[src/rtl/fetch_pkg.sv]
// Shared types and constants for the instruction-fetch front end.
package fetch_pkg;

    localparam int         ADDR_W_DEF = 8;
    localparam int         INST_W_DEF = 9;
    localparam logic [8:0] HALT_INST  = 9'h1FF;

    typedef logic [ADDR_W_DEF-1:0] addr_t;
    typedef logic [INST_W_DEF-1:0] inst_t;

    typedef enum logic [1:0] {
        IDLE   = 2'd0,
        RUN    = 2'd1,
        HALTED = 2'd2
    } fetch_state_t;

endpackage

[src/rtl/fetch_pc.sv]
// Program counter register: load wins over increment, otherwise hold.
module fetch_pc #(
    parameter int                ADDR_W   = 8,
    parameter logic [ADDR_W-1:0] START_PC = 8'h00
) (
    input  logic              clk_i,
    input  logic              rst_i,
    input  logic              load_i,
    input  logic [ADDR_W-1:0] load_addr_i,
    input  logic              inc_i,
    output logic [ADDR_W-1:0] pc_o
);

    logic [ADDR_W-1:0] pc_q, pc_d;

    always_comb begin
        pc_d = pc_q;
        if (load_i)
            pc_d = load_addr_i;
        else if (inc_i)
            pc_d = pc_q + 1'b1;  // wraps naturally at 2^ADDR_W
    end

    always_ff @(posedge clk_i or posedge rst_i) begin
        if (rst_i)
            pc_q <= START_PC;
        else
            pc_q <= pc_d;
    end

    assign pc_o = pc_q;

endmodule

[src/rtl/inst_fetch.sv]
// Instruction-fetch front end: drives the ROM address from the PC, captures the
// returned instruction into a one-entry register and hands it to decode.
module inst_fetch
    import fetch_pkg::*;
#(
    parameter int                ADDR_W    = 8,
    parameter int                INST_W    = 9,
    parameter logic [INST_W-1:0] HALT_INST = 9'h1FF,
    parameter logic [ADDR_W-1:0] START_PC  = 8'h00
) (
    input  logic              Clk,
    input  logic              Reset,
    input  logic              Start,
    input  logic [ADDR_W-1:0] StartAddr,
    output logic [ADDR_W-1:0] RomAddress,
    input  logic [INST_W-1:0] RomInst,
    output logic [INST_W-1:0] InstOut,
    output logic [ADDR_W-1:0] InstPC,
    output logic              InstValid,
    input  logic              DecReady,
    input  logic              BranchTaken,
    input  logic [ADDR_W-1:0] BranchTarget,
    output logic              Done
);

    fetch_state_t      state_q, state_d;
    logic [INST_W-1:0] inst_q, inst_d;
    logic [ADDR_W-1:0] inst_pc_q, inst_pc_d;
    logic              valid_q, valid_d;
    logic              done_q, done_d;
    logic              halt_pend_q, halt_pend_d;

    logic              pc_load, pc_inc;
    logic [ADDR_W-1:0] pc_load_addr, pc;
    logic              fire, drain;

    fetch_pc #(
        .ADDR_W   (ADDR_W),
        .START_PC (START_PC)
    ) u_pc (
        .clk_i       (Clk),
        .rst_i       (Reset),
        .load_i      (pc_load),
        .load_addr_i (pc_load_addr),
        .inc_i       (pc_inc),
        .pc_o        (pc)
    );

    // A fetch needs an empty register or one decode is taking this cycle.
    assign fire  = !halt_pend_q && (!valid_q || DecReady);
    assign drain = halt_pend_q && valid_q && DecReady && (inst_q == HALT_INST);

    always_comb begin
        state_d      = state_q;
        inst_d       = inst_q;
        inst_pc_d    = inst_pc_q;
        valid_d      = valid_q;
        done_d       = done_q;
        halt_pend_d  = halt_pend_q;
        pc_load      = 1'b0;
        pc_load_addr = StartAddr;
        pc_inc       = 1'b0;

        case (state_q)
            IDLE: begin
                if (Start) begin
                    pc_load = 1'b1;
                    state_d = RUN;
                end
            end
            RUN: begin
                if (BranchTaken) begin
                    pc_load      = 1'b1;
                    pc_load_addr = BranchTarget;
                    valid_d      = 1'b0;
                    halt_pend_d  = 1'b0;
                end else if (fire) begin
                    inst_d    = RomInst;
                    inst_pc_d = pc;
                    valid_d   = 1'b1;
                    // Park the PC on the halt so nothing past it is fetched.
                    if (RomInst == HALT_INST)
                        halt_pend_d = 1'b1;
                    else
                        pc_inc = 1'b1;
                end else if (drain) begin
                    valid_d = 1'b0;
                    done_d  = 1'b1;
                    state_d = HALTED;
                end
            end
            HALTED: begin
                if (Start) begin
                    pc_load     = 1'b1;
                    done_d      = 1'b0;
                    halt_pend_d = 1'b0;
                    state_d     = RUN;
                end
            end
            default: state_d = IDLE;
        endcase
    end

    always_ff @(posedge Clk or posedge Reset) begin
        if (Reset) begin
            state_q     <= IDLE;
            inst_q      <= '0;
            inst_pc_q   <= '0;
            valid_q     <= 1'b0;
            done_q      <= 1'b0;
            halt_pend_q <= 1'b0;
        end else begin
            state_q     <= state_d;
            inst_q      <= inst_d;
            inst_pc_q   <= inst_pc_d;
            valid_q     <= valid_d;
            done_q      <= done_d;
            halt_pend_q <= halt_pend_d;
        end
    end

    assign RomAddress = pc;
    assign InstOut    = inst_q;
    assign InstPC     = inst_pc_q;
    assign InstValid  = valid_q;
    assign Done       = done_q;

    a_done_no_valid: assert property (@(posedge Clk) disable iff (Reset) Done |-> !InstValid);
    a_idle_no_valid: assert property (@(posedge Clk) disable iff (Reset) (state_q == IDLE) |-> !InstValid);

endmodule

[config.mk]
export PLATFORM = sky130hd
export DESIGN_NAME = inst_fetch
export DESIGN_NICKNAME = d
export VERILOG_FILES = /design/src/rtl/fetch_pkg.sv /design/src/rtl/fetch_pc.sv /design/src/rtl/inst_fetch.sv
export SDC_FILE = /design/constraint.sdc
export NUM_CORES = 1
export LEC_CHECK = 0
export CAP_MARGIN = 0
export CORE_MARGIN = 2
export CORE_UTILIZATION = 47
export DETAILED_ROUTE_END_ITERATION = 10
export PLACE_DENSITY = 0.88
export SLEW_MARGIN = 20
export SYNTH_ARGS = -nofsm -noshare
export SYNTH_HDL_FRONTEND = slang
export SYNTH_HIERARCHICAL = 1
export SYNTH_SLANG_ARGS = --single-unit
[constraint.sdc]
create_clock -name Clk -period 5 [get_ports Clk]
set_clock_uncertainty 0.15 [all_clocks]
set_input_delay 0.75 -clock Clk [delete_from_list [all_inputs] [get_ports Clk]]
set_output_delay 0.75 -clock Clk [all_outputs]
set_load 0.05 [all_outputs]
==> run metrics, run 1 <==
Total Neg Setup Slack 0 ps; # IOs 57; crit path cell chain clkdlybuf4s50_1 -> or4_4 -> a41oi_1 -> nand2_1 -> or4_1 -> nand3_1; GPL Wtd Cong 0.894; Synth Cell Area 0.00154 sq mm; # DRC 0; CP startpoint kind input pin; share of cells above drive strength 1 0.194; Nets 221; Post-Syn Instances 133; Max Freq 309 MHz; crit-path leading delay family simple AND/OR/NAND/NOR gates; Post CTS Setup Buffer Count 0; worst r2r src state_q[1]; hold path depth 2; initial antenna violation count 0; CP endpoint kind flip-flop; most frequent cell after synthesis dfrtp_1; Tmin final 3230 ps; gr usage total 0.210; WL/cell 15.6 um; DR vias 1,296; Syn Nets 164; CP Class in -> reg; # rows 20; worst IR drop on VDD 0.225 mV; CTS root buffer clkbuf_4; Hold EP Done; clock-pin slew on the worst setup and hold paths 100 ps; Bufs on Longest Clock Path 2; post-synth top area share 0.487; Netlist cell types 35; P_leak 0.000916 uW; area of the multi-input gates 737 sq um; hold slack 328 ps; reg2reg end u_pc/pc_o[6]; H-tree Lvls 2; port bufs 56; Synthesis Warnings 6; Final Hold Violating Endpoints 0; cell area after layout 0.00220 sq mm; Die H 61.3 um; CP Data Required Time 5120 ps; DR vias/cell 5.51; Area Overhead vs Synth 42.5%; CTS buffer count 5; Detailed Place HPWL 2.85 mm; die span in x 61.3 um; Core ar. 0.00308 sq mm; Avg Inst Size Synth 11.6 sq um; ant diodes 0; ys async rst share 1.00; Die ar. 0.00375 sq mm; Slew HR 0.474; arrival time of the worst setup path 3360 ps; first-pass GRT wire length 5.66 mm; worst hold path startpoint Done; Initial DRC Count 96; gr ovfl total 0; post-CTS sizing 0; fin. max-slew vios 0; Tcrit/Tclk final 0.647; unrepaired setup endpoints after global routing no; Synth area leader dfrtp_1; Worst-Skew Late Latency 330 ps; Post-DP Area 0.00212 sq mm; Hold WC Path Type reg -> reg; hold buffers post-CTS 0; Post-synth EDFFs 0; clk sinks 30; largest net degree at the start of global routing 23; Synth Register Bits 30; most instantiated cells after synthesis 30 x dfrtp_1, 17 x mux2_2, 13 x nand2_1; register area share after synthesis 0.487; max capacitance violation total 0; setup slack, reg-to-reg 2160 ps; synth top area cells dfrtp_1 49%, mux2_2 12%, mux2_4 7.8%, nand2_1 3.2%, nand4_1 2.8%; Power Dens Cells 362 mW/mm^2; Worst Tran Pin Value 789 ps; dominant synthesized flop cell dfrtp_1; Starting Density 0.501; CP max FO 19; Reg2Reg Depth 6; buffer and inverter count on the worst path 1; final WL 3.66 mm; status complete, no violations; register area 751 sq um; number of global-route vias before repair 1,294; CTS tree built; max incr delay on CP 720 ps; Final setup viols 0; DRT Pass-1 Iters 4; DRT antenna net count 0; Slowest-stage cell, CP or4_4; FILL cells 230
cell families after synthesis:
family                   count (synthesis)  synth area share
AO/OA/AOI/OAI                           16            0.0666
XOR/XNOR                                 4            0.0227
adder cells (fa/ha/maj)                  1           0.00812
buffers and inverters                   10            0.0349
flip-flops                              30             0.487
multiplexers                            26             0.209
AND/OR/NAND/NOR                         46             0.172
tightest hold or removal path, cell delays in order, from the launching register on:
cell     delay [ps]
dfrtp_1         350
nand2_1          50
o31ai_1          50
where the power goes:
| part | switching (uW) | leakage [uW] | internal [uW] |
|---|---|---|---|
| sequential | 35.7 | 0.000362 | 277 |
| combinational | 179 | 0.000510 | 123 |
| clock | 83.7 | 0.0000446 | 96.0 |
final cells by class:
type / count / area share
flip-flops and latches: 30 / 0.342
multi-input cells: 93 / 0.335
repair buffers: 56 / 0.255
clock buffers: 8 / 0.0359
well taps: 44 / 0.0251
inverters: 4 / 0.00683
metal layers:
metal | wire length [um] | global-route usage
met3 | 318 | 0.0525
met2 | 1870 | 0.365
met5 | 0 | 0
met4 | 65 | 0.0994
met1 | 1410 | 0.243
flip-flops by register name (all words and copies together) (netlist names):
signal,count
halt_pend_q,1
InstOut,9
Done,1
u_pc/pc_o,8
InstPC,8
state_q,2
InstValid,1
worst max-delay path by stage:
stage	cells past startpoint	start	end	slack (ps)
global placement	6	BranchTaken	u_pc/pc_o[6]	1600
floorplan	9	InstValid	u_pc/pc_o[7]	2290
finish	6	BranchTaken	u_pc/pc_o[6]	1770
detailed placement	6	BranchTaken	u_pc/pc_o[6]	1430
CTS	6	BranchTaken	u_pc/pc_o[6]	1790
global route	6	BranchTaken	u_pc/pc_o[6]	1660
placed cells by master (no fill, tap or decap), types with 2 or more instances in the layout:
master / n
clkbuf_4: 5
clkbuf_8: 3
clkdlybuf4s50_1: 56
dfrtp_1: 30
inv_1: 4
mux2_2: 17
mux2_4: 8
nand2_1: 13
nand3_1: 6
nand3b_1: 2
nand4_1: 7
nor2_1: 2
nor2b_1: 4
o21ai_0: 7
o21ai_1: 2
o31ai_1: 2
or4_1: 3
xor2_1: 3
per-stage QoR:
stage               std cells  setup WS [ps]   util  total power [uW]
CTS                       235           1790  0.714               800
global route              235           1660  0.714               827
finish                    235           1770  0.714               795
detailed placement        227           1430  0.688               621
global placement          227           1600  0.688               613
floorplan                 133           2290      -               505
(Power assumes the default switching activity.)
==> inputs of run 2 (changes only) <==
CORE_UTILIZATION = 40   (was 47)
PLACE_DENSITY = 0.8   (was 0.88)
clock period = 2.9 ns   (was 5 ns; I/O delays follow)
==> run metrics, run 2 (synthesis gave the netlist of run 1 again) <==
max capacitance violation total 0; gr usage total 0.188; Power Dens Cells 628 mW/mm^2; port bufs 56; H-tree Lvls 2; unrepaired setup endpoints after global routing no; commonest non-fill, non-tap cell in the layout clkdlybuf4s50_1; DRT Pass-1 Iters 4; Hold WC Path Type in -> async; Post-DP Area 0.00215 sq mm; number of global-route vias before repair 1,239; CP max FO 6; CTS tree built; clk sinks 30; initial antenna violation count 0; die span in x 66.1 um; hold slack 290 ps; GPL Wtd Cong 0.856; Bufs on Longest Clock Path 2; Tmin final 2490 ps; Initial DRC Count 66; final total power 1410 uW; Final Hold Violating Endpoints 0; max reg flops 9; # IOs 57; CTS buffer count 5; Core ar. 0.00369 sq mm; Tcrit/Tclk final 0.860; clock-pin slew on the worst setup and hold paths 60 ps; CTS root buffer clkbuf_8; WL/cell 15.4 um; Die ar. 0.00437 sq mm; Total Neg Setup Slack 0 ps; Worst-Skew Late Latency 280 ps; cell area after layout 0.00224 sq mm; worst r2r src InstValid; ant diodes 0; post-CTS sizing 0; Worst Setup SP BranchTaken; CP Data Required Time 2970 ps; fin. max-slew vios 0; Area Overhead vs Synth 45.6%; CP startpoint kind input pin; Final setup viols 0; Worst Tran Pin Value 830 ps; share of cells above drive strength 1 0.205; Starting Density 0.418; Detailed Place HPWL 2.79 mm; worst IR drop on VDD 0.272 mV; status complete, no violations; # DRC 0; gr ovfl total 0; DR vias 1,283; DRT antenna net count 0; FILL cells 307; # rows 22; P_leak 0.000939 uW; Post CTS Setup Buffer Count 0; arrival time of the worst setup path 2560 ps; Max Freq 401 MHz; CP endpoint kind flip-flop; DR vias/cell 5.28; first-pass GRT wire length 6.07 mm; final WL 3.75 mm; Nets 225; most frequent cells in the layout 56 x clkdlybuf4s50_1, 30 x dfrtp_1, 17 x mux2_2; largest net degree at the start of global routing 23; Die H 66.1 um; Slew HR 0.446; CP Class in -> reg; hold buffers post-CTS 0
run 2: cell count changes in the layout (fill, tap and decap cells not counted), sizes merged:
cell	delta
buf	+4
clkbuf	-1
clkinv	+1
run 2: power breakdown:
| part | total, uW | internal [uW] | switching [uW] |
|---|---|---|---|
| clock | 346 | 191 | 154 |
| sequential | 537 | 479 | 58.5 |
| combinational | 526 | 216 | 311 |
| total | 1410 | 886 | 524 |
run 2: per-stage QoR:
step / cells / utilization / setup WS (ps)
final: 243 / 0.609 / 406
after global routing: 243 / 0.609 / 295
after CTS: 243 / 0.609 / 444
after detailed placement: 235 / 0.584 / 152
after global placement: 235 / 0.584 / 222
after floorplan: 133 / - / 189
run 2: final timing paths:
check,to,slack (ps),depth (start not counted)
worst max-delay path,u_pc/pc_o[7],410,6
worst min-delay path,u_pc/pc_o[6],290,2
worst max register to register,u_pc/pc_o[7],550,6
worst min register to register,Done,320,2
max in group asynchronous,InstPC[3],1580,2
min in group Clk,Done,320,2
run 2: final cells by class:
cell class	instances	area (sq um)	share of cell area
well taps	48	60.1	0.0268
multi-input cells	93	737	0.328
repair buffers	60	591	0.263
flip-flops and latches	30	751	0.334
inverters	4	15.0	0.00669
clock inverters	1	5.00	0.00223
clock buffers	7	86.3	0.0385
run 2: critical path: stages:
cell and delay (ps):
clkdlybuf4s50_1 510, or4_4 560, a41oi_1 350, nand4_1 180, or4_1 430, nand3_1 100
run 2: per-layer routing:
| metal | GRT usage | wire length (um) | vias to the layer above |
|---|---|---|---|
| li1 | - | - | 607 |
| met1 | 0.229 | 1620 | 615 |
| met2 | 0.309 | 1770 | 54 |
| met3 | 0.0630 | 307 | 7 |
| met4 | 0.0663 | 54 | 0 |
| met5 | 0 | 0 | - |
